==> src/rtl/matvec_pkg.sv <==
// Shared defaults and lane typedefs for the AXIS matrix-vector datapath
// (axis_matvec_mul and axis_requant).
package matvec_pkg;
  localparam int DEF_R     = 8;
  localparam int DEF_C     = 8;
  localparam int DEF_W_X   = 8;
  localparam int DEF_W_K   = 8;
  localparam int DEF_W_Q   = 8;
  localparam int DEF_SHIFT = 8;

  function automatic int w_y(input int w_x, input int w_k, input int c);
    return w_x + w_k + $clog2(c);
  endfunction

  localparam int DEF_W_Y = w_y(DEF_W_X, DEF_W_K, DEF_C);

  typedef logic signed [DEF_W_Y-1:0] y_lane_t;
  typedef logic signed [DEF_W_Q-1:0] q_lane_t;
  typedef y_lane_t [DEF_R-1:0]       y_vec_t;
  typedef q_lane_t [DEF_R-1:0]       q_vec_t;
endpackage

==> src/rtl/axis_pipe_reg.sv <==
// One elastic valid/ready stage: accepts a new word whenever it is empty or
// its current word is leaving in the same cycle.
module axis_pipe_reg #(
  parameter int W = 8
) (
  input  logic         clk,
  input  logic         rstn,
  input  logic         in_valid_i,
  output logic         in_ready_o,
  input  logic [W-1:0] in_data_i,
  output logic         out_valid_o,
  input  logic         out_ready_i,
  output logic [W-1:0] out_data_o
);
  logic         valid_q;
  logic [W-1:0] data_q;

  assign in_ready_o  = !valid_q || out_ready_i;
  assign out_valid_o = valid_q;
  assign out_data_o  = data_q;

  always_ff @(posedge clk or negedge rstn) begin
    if (!rstn) begin
      valid_q <= 1'b0;
      data_q  <= '0;
    end else if (in_valid_i && in_ready_o) begin
      valid_q <= 1'b1;
      data_q  <= in_data_i;
    end else if (out_ready_i) begin
      valid_q <= 1'b0;
    end
  end
endmodule

==> src/rtl/axis_requant.sv <==
// Requantizes R signed accumulator lanes: round-half-up shift, then saturate.
// Define RELU_EN to clamp negative results to zero before saturation.
module axis_requant
  import matvec_pkg::*;
#(
  parameter int R     = DEF_R,
  parameter int C     = DEF_C,
  parameter int W_X   = DEF_W_X,
  parameter int W_K   = DEF_W_K,
  parameter int W_Y   = w_y(W_X, W_K, C),
  parameter int W_Q   = DEF_W_Q,
  parameter int SHIFT = DEF_SHIFT
) (
  input  logic               clk,
  input  logic               rstn,
  input  logic [R*W_Y-1:0]   s_axis_y_tdata,
  input  logic               s_axis_y_tvalid,
  output logic               s_axis_y_tready,
  output logic [R*W_Q-1:0]   m_axis_q_tdata,
  output logic               m_axis_q_tvalid,
  input  logic               m_axis_q_tready
);
  localparam int WS     = W_Y + 1;
  localparam int QMAX_I = (1 << (W_Q - 1)) - 1;
  localparam logic signed [WS-1:0] BIAS = WS'((longint'(1) << SHIFT) >> 1);
  localparam logic signed [WS-1:0] QMAX = WS'(QMAX_I);
  localparam logic signed [WS-1:0] QMIN = WS'(-QMAX_I - 1);

  logic [R*WS-1:0]  s1_d;
  logic [R*WS-1:0]  s1_q;
  logic             s1_valid;
  logic             s2_ready;
  logic [R*W_Q-1:0] s2_d;

  genvar gi;
  generate
    for (gi = 0; gi < R; gi++) begin : g_lane
      logic signed [W_Y-1:0] y_l;
      logic signed [WS-1:0]  t_l;
      logic signed [WS-1:0]  s_l;
      logic signed [WS-1:0]  c_l;

      // One extra bit of headroom so the rounding bias cannot wrap.
      assign y_l = s_axis_y_tdata[gi*W_Y +: W_Y];
      assign t_l = {y_l[W_Y-1], y_l} + BIAS;
      assign s1_d[gi*WS +: WS] = t_l >>> SHIFT;

      assign s_l = s1_q[gi*WS +: WS];
`ifdef RELU_EN
      assign c_l = s_l[WS-1] ? '0 : s_l;
`else
      assign c_l = s_l;
`endif
      assign s2_d[gi*W_Q +: W_Q] = (c_l > QMAX) ? QMAX[W_Q-1:0] :
                                   (c_l < QMIN) ? QMIN[W_Q-1:0] :
                                                  c_l[W_Q-1:0];
    end
  endgenerate

  axis_pipe_reg #(.W(R*WS)) u_stage1 (
    .clk         (clk),
    .rstn        (rstn),
    .in_valid_i  (s_axis_y_tvalid),
    .in_ready_o  (s_axis_y_tready),
    .in_data_i   (s1_d),
    .out_valid_o (s1_valid),
    .out_ready_i (s2_ready),
    .out_data_o  (s1_q)
  );

  axis_pipe_reg #(.W(R*W_Q)) u_stage2 (
    .clk         (clk),
    .rstn        (rstn),
    .in_valid_i  (s1_valid),
    .in_ready_o  (s2_ready),
    .in_data_i   (s2_d),
    .out_valid_o (m_axis_q_tvalid),
    .out_ready_i (m_axis_q_tready),
    .out_data_o  (m_axis_q_tdata)
  );
endmodule

==> config.mk <==
export PLATFORM = sky130hd
export DESIGN_NAME = axis_requant
export DESIGN_NICKNAME = d
export VERILOG_FILES = /design/src/rtl/matvec_pkg.sv /design/src/rtl/axis_pipe_reg.sv /design/src/rtl/axis_requant.sv
export SDC_FILE = /design/constraint.sdc
export NUM_CORES = 1
export LEC_CHECK = 0
export BUFFER_PORTS_ARGS = -buffer_cell sky130_fd_sc_hd__buf_2
export CORE_ASPECT_RATIO = 0.7
export CORE_MARGIN = 2
export CORE_UTILIZATION = 55
export CTS_BUF_LIST = sky130_fd_sc_hd__clkbuf_16
export CTS_CLUSTER_SIZE = 20
export DETAILED_ROUTE_END_ITERATION = 10
export PLACE_DENSITY = 0.79
export SLEW_MARGIN = 40
export SYNTH_ARGS = -nofsm -noshare
export SYNTH_HDL_FRONTEND = slang
export SYNTH_HIERARCHICAL = 1
export SYNTH_SLANG_ARGS = --single-unit
==> constraint.sdc <==
create_clock -name clk -period 1.65 [get_ports clk]
set_clock_uncertainty 0.05 [all_clocks]
set_input_delay 0.2475 -clock clk [delete_from_list [all_inputs] [get_ports clk]]
set_output_delay 0.2475 -clock clk [all_outputs]
set_load 0.1 [all_outputs]
# After elaboration in Yosys (flattened, before gate mapping)
# Index checks and enable logic that the tools add are counted.
[classes] magnitude_cmp=16 muxes=20 n_reduce_logical=8 n_addsub=8
[op_table] cell="19-bit by 9-bit adder with 20-bit output (second input constant)" count=8
[op_table] cell="20-bit by 8-bit > comparator with 1-bit output (second input constant)" count=7
[op_table] cell="20-bit by 8-bit less-than comparator with 1-bit output (second input constant)" count=7
[op_table] cell="8-bit two-way mux" count=16
[op_table] cell="12-bit by 8-bit > comparator with 1-bit output (second input constant)" count=1
[op_table] cell="12-bit by 8-bit less-than comparator with 1-bit output (second input constant)" count=1
[op_table] cell="1-bit two-way mux" count=4
[op_table] cell="2-bit nonzero test" count=2
[op_table] cell="1-bit logical AND" count=2
[op_table] cell="1-bit logical NOT" count=2
[op_table] cell="1-bit logical OR" count=2
[word_totals] output_inout_bits=66 register_bits=218 wordCells=56 inputBits=156

# Depth between registers and ports, before layout
[logic_depth] ltp_word=5 depth_mapped=6 mapped_depth_nobuf=5

# Modules after synthesis
# The synthesis kept the hierarchy.
[modules_own_cells] mod="axis_pipe_reg at u_stage1" n_inst=1 cells_each=341 area_per_inst_um2=6386.1 seq_area_each_um2=4028.9
[modules_own_cells] mod="axis_pipe_reg at u_stage2" n_inst=1 cells_each=138 area_per_inst_um2=2671.3 seq_area_each_um2=1626.6
[modules_own_cells] mod="axis_requant" n_inst=1 cells_each=372 area_per_inst_um2=2539.9 seq_area_each_um2=0.0

# Least setup slack after synthesis
# OpenSTA, ideal clock, no wires.
[synth_path] path_kind="reg-to-reg" from="register u_stage2.valid_q (netlist: u_stage2/out_valid_o)" to="register u_stage1.data_q[100] (netlist: u_stage1/out_data_o[100])" path_slack_ps=-739 setup_ps=125 required_ps=1475 t_arrival_ps=2214 path_buffers=2 period_less_slack_ps=2389 path_stages_with_launch=7 path_cell_list="dfrtp_1 -> nand2b_4 -> nand2b_4 -> nand2_2 -> buf_6 -> buf_6 -> mux2_4"
[synth_via] elab_chain_cells=4
[synth_rtl] item="start, declared" line="axis_pipe_reg.sv:15" source="logic valid_q;"
[synth_rtl] item="start signal, assigned" line="axis_pipe_reg.sv:24" source="valid_q <= 1'b0;"
[synth_rtl] item="start signal, assigned" line="axis_pipe_reg.sv:27" source="valid_q <= 1'b1;"
[synth_rtl] item="start signal, assigned" line="axis_pipe_reg.sv:30" source="valid_q <= 1'b0;"
[synth_rtl] item="1-bit logical NOT" line="axis_pipe_reg.sv:18" source="assign in_ready_o = !valid_q || out_ready_i;"
[synth_rtl] item="1-bit logical OR" line="axis_pipe_reg.sv:18"
[synth_rtl] item="named net s2_ready" line="axis_requant.sv:32" source="logic s2_ready;"
[synth_rtl] item="1-bit logical OR" line="axis_pipe_reg.sv:18"
[synth_rtl] item="named net s_axis_y_tready" line="axis_requant.sv:18" source="output logic s_axis_y_tready,"
[synth_rtl] item="1-bit logical AND" line="axis_pipe_reg.sv:26" source="end else if (in_valid_i && in_ready_o) begin"
[synth_rtl] item="end signal, assigned" line="axis_pipe_reg.sv:28" source="data_q <= in_data_i;"
[synth_rtl] item="end, declared" line="axis_pipe_reg.sv:16" source="logic [W-1:0] data_q;"
# The timed path passes the listed nets, and every way through them passes these cells.
# A chain may end at the register's enable or synchronous reset.

# Worst setup path in the final report
[layout_path] from="register u_stage2.valid_q (netlist: u_stage2/out_valid_o)" to="output s_axis_y_tready"
[layout_via] elab_chain_cells=3
[layout_rtl] item="1-bit logical NOT" line="axis_pipe_reg.sv:18"
[layout_rtl] item="1-bit logical OR" line="axis_pipe_reg.sv:18"
[layout_rtl] item="named net s2_ready" line="axis_requant.sv:32"
[layout_rtl] item="1-bit logical OR" line="axis_pipe_reg.sv:18"
[layout_rtl] item="end, declared" line="axis_requant.sv:18"
# The timed path passes the listed nets, and every way through them passes these cells.

==> results_dict.tcl <==
set metrics [dict create \
    n_fill_cell 1422 \
    critical_path_class "reg -> out" \
    min_period_ps 1750 \
    grt_max_degree 53 \
    worst_ep_required_time_ps 1350 \
    p_leak_nw 6.89 \
    layout.cells.non_filler 1405 \
    cp.arrival_ps 1450 \
    cp_top_family "flip-flops" \
    start_kind "register" \
    grt_pass1_vias 8097 \
    cts_max_level 1 \
    first_iter_violations 377 \
    firstDrtPassIters 5 \
    worstPathCellList "nand2b_4 > nand2b_4 > buf_6 > buf_12" \
    synth_enable_flop_cells 0 \
    syn_inst 851 \
    antenna_cells 0 \
    clock_latency_ps 500 \
    hold_viol_final 0 \
    grt_first_pass_wirelength_mm 40.2 \
    power.density_nw_per_um2 1400 \
    seq_area_frac_synth 0.488 \
    rows 44 \
    cts_max_path_buffers 3 \
    dpl.cell_count 1355 \
    final_util 0.699 \
    maxSlewViolCount 0 \
    remaining_drc_errors 0 \
    synth-seq-cells 226 \
    antenna_found_initial 0 \
    cts_sinks 226 \
    place.gp.congestion 0.805 \
    worst_slack_ps -99.9 \
    start_util 0.560 \
    tightestPinTransition_ps 652 \
    status "complete, but fails checks" \
    syn_to_final_growth_pct 24.8 \
    design_area_um2 14500 \
    boundaryPins 222 \
    gr-usage-all-layers 0.219 \
    hpwlAfterDp_mm 16.9 \
    clkTransAtPathRegs_ps 60 \
    slowest_delay_ps 490 \
    yosysWarnings 6 \
    synth_nets 1015 \
    place_area_um2 13400 \
    relSlewSlack 0.564 \
    routed_wl_mm 24.8 \
    cpMaxStageDelayCell "dfrtp_4" \
    detail-route-antenna-nets 0 \
    drv_cap 0 \
    critPathMaxFanout 2 \
    multi_input_area_um2 5840 \
    port_buffers 165 \
    power.internal_mw 12.2 \
    rsz0062_at_grt "true" \
    regArea_um2 5660 \
    peakVddDrop_uv 939 \
    total_power_mw 20.2 \
    endpoint_kind "output port" \
    hold_class "in -> reg" \
    postSynthAreaPerCell_um2 13.6 \
    design.core.area_um2 20700 \
    die_h_um 125 \
    synthArstFlopShare 1.00 \
    yosysUniqueCellTypes 28 \
    clock-root-buffer "clkbuf_16" \
    die_w_um 178 \
    synth-main-ff-cell "dfrtp_1" \
    netlist_area_um2 11600 \
    die-area_um2 22300 \
    switching_share 0.396 \
    numCtsBuffers 23 \
    violations "setup timing" \
    viasPerCell 5.50 \
    drive_above_1_share 0.500 \
    seqPwrFrac 0.368 \
    wl_per_cell_um 17.6 \
    clock.fmax_mhz 571 \
    p_sw_mw 8.02 \
    power_frac_comb 0.378 \
    crit_top_cell "nand2b_4" \
    vias 7729 \
    finalCritPeriodShare 1.06 \
    worst-path-buf-inv 2 \
    num-nets-final 1277 \
    overflow 0 \
    final-setup-viol-count 153 \
    hold_ws_ps 71.7 \
    cts_tree "built" \
    clock_power_share 0.254 \
]
[worst register-to-register path, delay by kind of cell, from the launching register on]
family                 cells  cell delay [ps]
and+or+nand+nor            3              340
buffers and inverters      2              430
DFF                        1              490
muxes                      1              310
[worst paths after layout]
check,startpoint,endpoint,slack (ps),cells past startpoint
max,u_stage2/out_valid_o,s_axis_y_tready,-100,4
max reg2reg,u_stage2/out_valid_o,u_stage1/out_data_o[135],-80,6
min in group asynchronous,rstn,u_stage2/out_data_o[39],210,2
max in group asynchronous,rstn,u_stage2/out_valid_o,670,3
min reg2reg,u_stage2/out_data_o[21],u_stage2/out_data_o[21],460,1
min,s_axis_y_tdata[8],u_stage1/out_data_o[0],70,3
[sequential cells by signal, indices dropped and copies added, names as in the netlist]
name	cells
u_stage1/out_valid_o	1
u_stage1/out_data_o	160
u_stage2/out_valid_o	1
u_stage2/out_data_o	64
[cells in the mapped netlist, types with 20 or more instances]
cell,number,share of area
a21o_1,56,0.036
dfrtp_1,226,0.49
inv_1,20,0.0065
mux2_2,64,0.062
mux2_4,160,0.21
nand2_1,22,0.0071
nand3_1,31,0.013
nand4_1,38,0.020
nor2_1,28,0.0091
nor3_1,26,0.011
nor4_1,26,0.014
xnor2_1,38,0.029
xor2_1,42,0.032
[logic make-up after synthesis]
| logic type | Yosys count | synth area share |
|---|---|---|
| adders and majority gates | 8 | 0.00863 |
| buffers and inverters | 51 | 0.0282 |
| muxes | 224 | 0.269 |
| DFF | 226 | 0.488 |
| AOI/OAI and AO/OA | 75 | 0.0515 |
| xor gates and xnor gates | 80 | 0.0604 |
| and+or+nand+nor | 187 | 0.0944 |
[layout make-up]
| type | instances | area share |
|---|---|---|
| Multi-Input combinational cell | 576 | 0.403 |
| Sequential cell | 226 | 0.391 |
| Timing Repair Buffer | 266 | 0.126 |
| Clock buffer | 23 | 0.0398 |
| Tap cell | 276 | 0.0239 |
| Clock inverter | 18 | 0.0112 |
| Inverter | 20 | 0.00519 |
[cells in the final DEF, fill, tap and decap left out, types with 5 or more instances in the layout]
cell	Yosys	layout
dfrtp_1	226	225
mux2_4	160	166
buf_2	6	157
buf_4	0	86
mux2_2	64	58
a21o_1	56	56
xor2_1	42	42
nand4_1	38	38
xnor2_1	38	38
nand3_1	31	31
nor2_1	28	28
nor3_1	26	26
clkbuf_16	0	25
nand2_1	22	22
inv_1	20	20
nor4_2	0	15
buf_12	0	11
nor4_1	26	9
clkinv_2	0	9
ha_1	8	8
a31oi_1	8	7
nor4_4	4	6
o31ai_2	8	6
clkinv_1	0	5
[routing by layer]
| layer | vias to the layer above | part of all wire | global-route usage | wire length, um |
|---|---|---|---|---|
| met5 | - | 0 | 0 | 0 |
| met4 | 0 | 0.020 | 0.0477 | 494 |
| met3 | 40 | 0.037 | 0.0328 | 923 |
| met2 | 165 | 0.47 | 0.356 | 11500 |
| met1 | 3886 | 0.48 | 0.314 | 11800 |
| li1 | 3638 | - | - | - |
[power by group through the flow]
stage / registers [mW] / clock network [mW] / logic [mW]
CTS: 7.38 / 5.24 / 7.59
detailed placement: 7.45 / 0 / 7.52
floorplan: 10.7 / 0 / 2.47
global route: 7.58 / 5.47 / 7.98
finish: 7.44 / 5.15 / 7.65
global placement: 7.40 / 0 / 7.40
[per-stage QoR]
stage | setup TNS [ps] | setup slack [ps]
final | -6260 | -99.9
after floorplan | -47000 | -317
after detailed placement | -1030 | -88.9
after CTS | -10180 | -120
after global placement | 0 | 27.2
after global routing | -14220 | -148
[timing repair]
item | 4_1_cts | 5_1_grt
endpoints found under the setup margin | 18 | 205
gates cloned | 0 | 4
gates resized for setup | 15 | 24
hold buffers | 2 | 0
pin swaps | 0 | 13
endpoints found under the hold margin | 66 | 0
buffers inserted | 1 | 2
No activity file was read; power rests on OpenSTA's default activity.
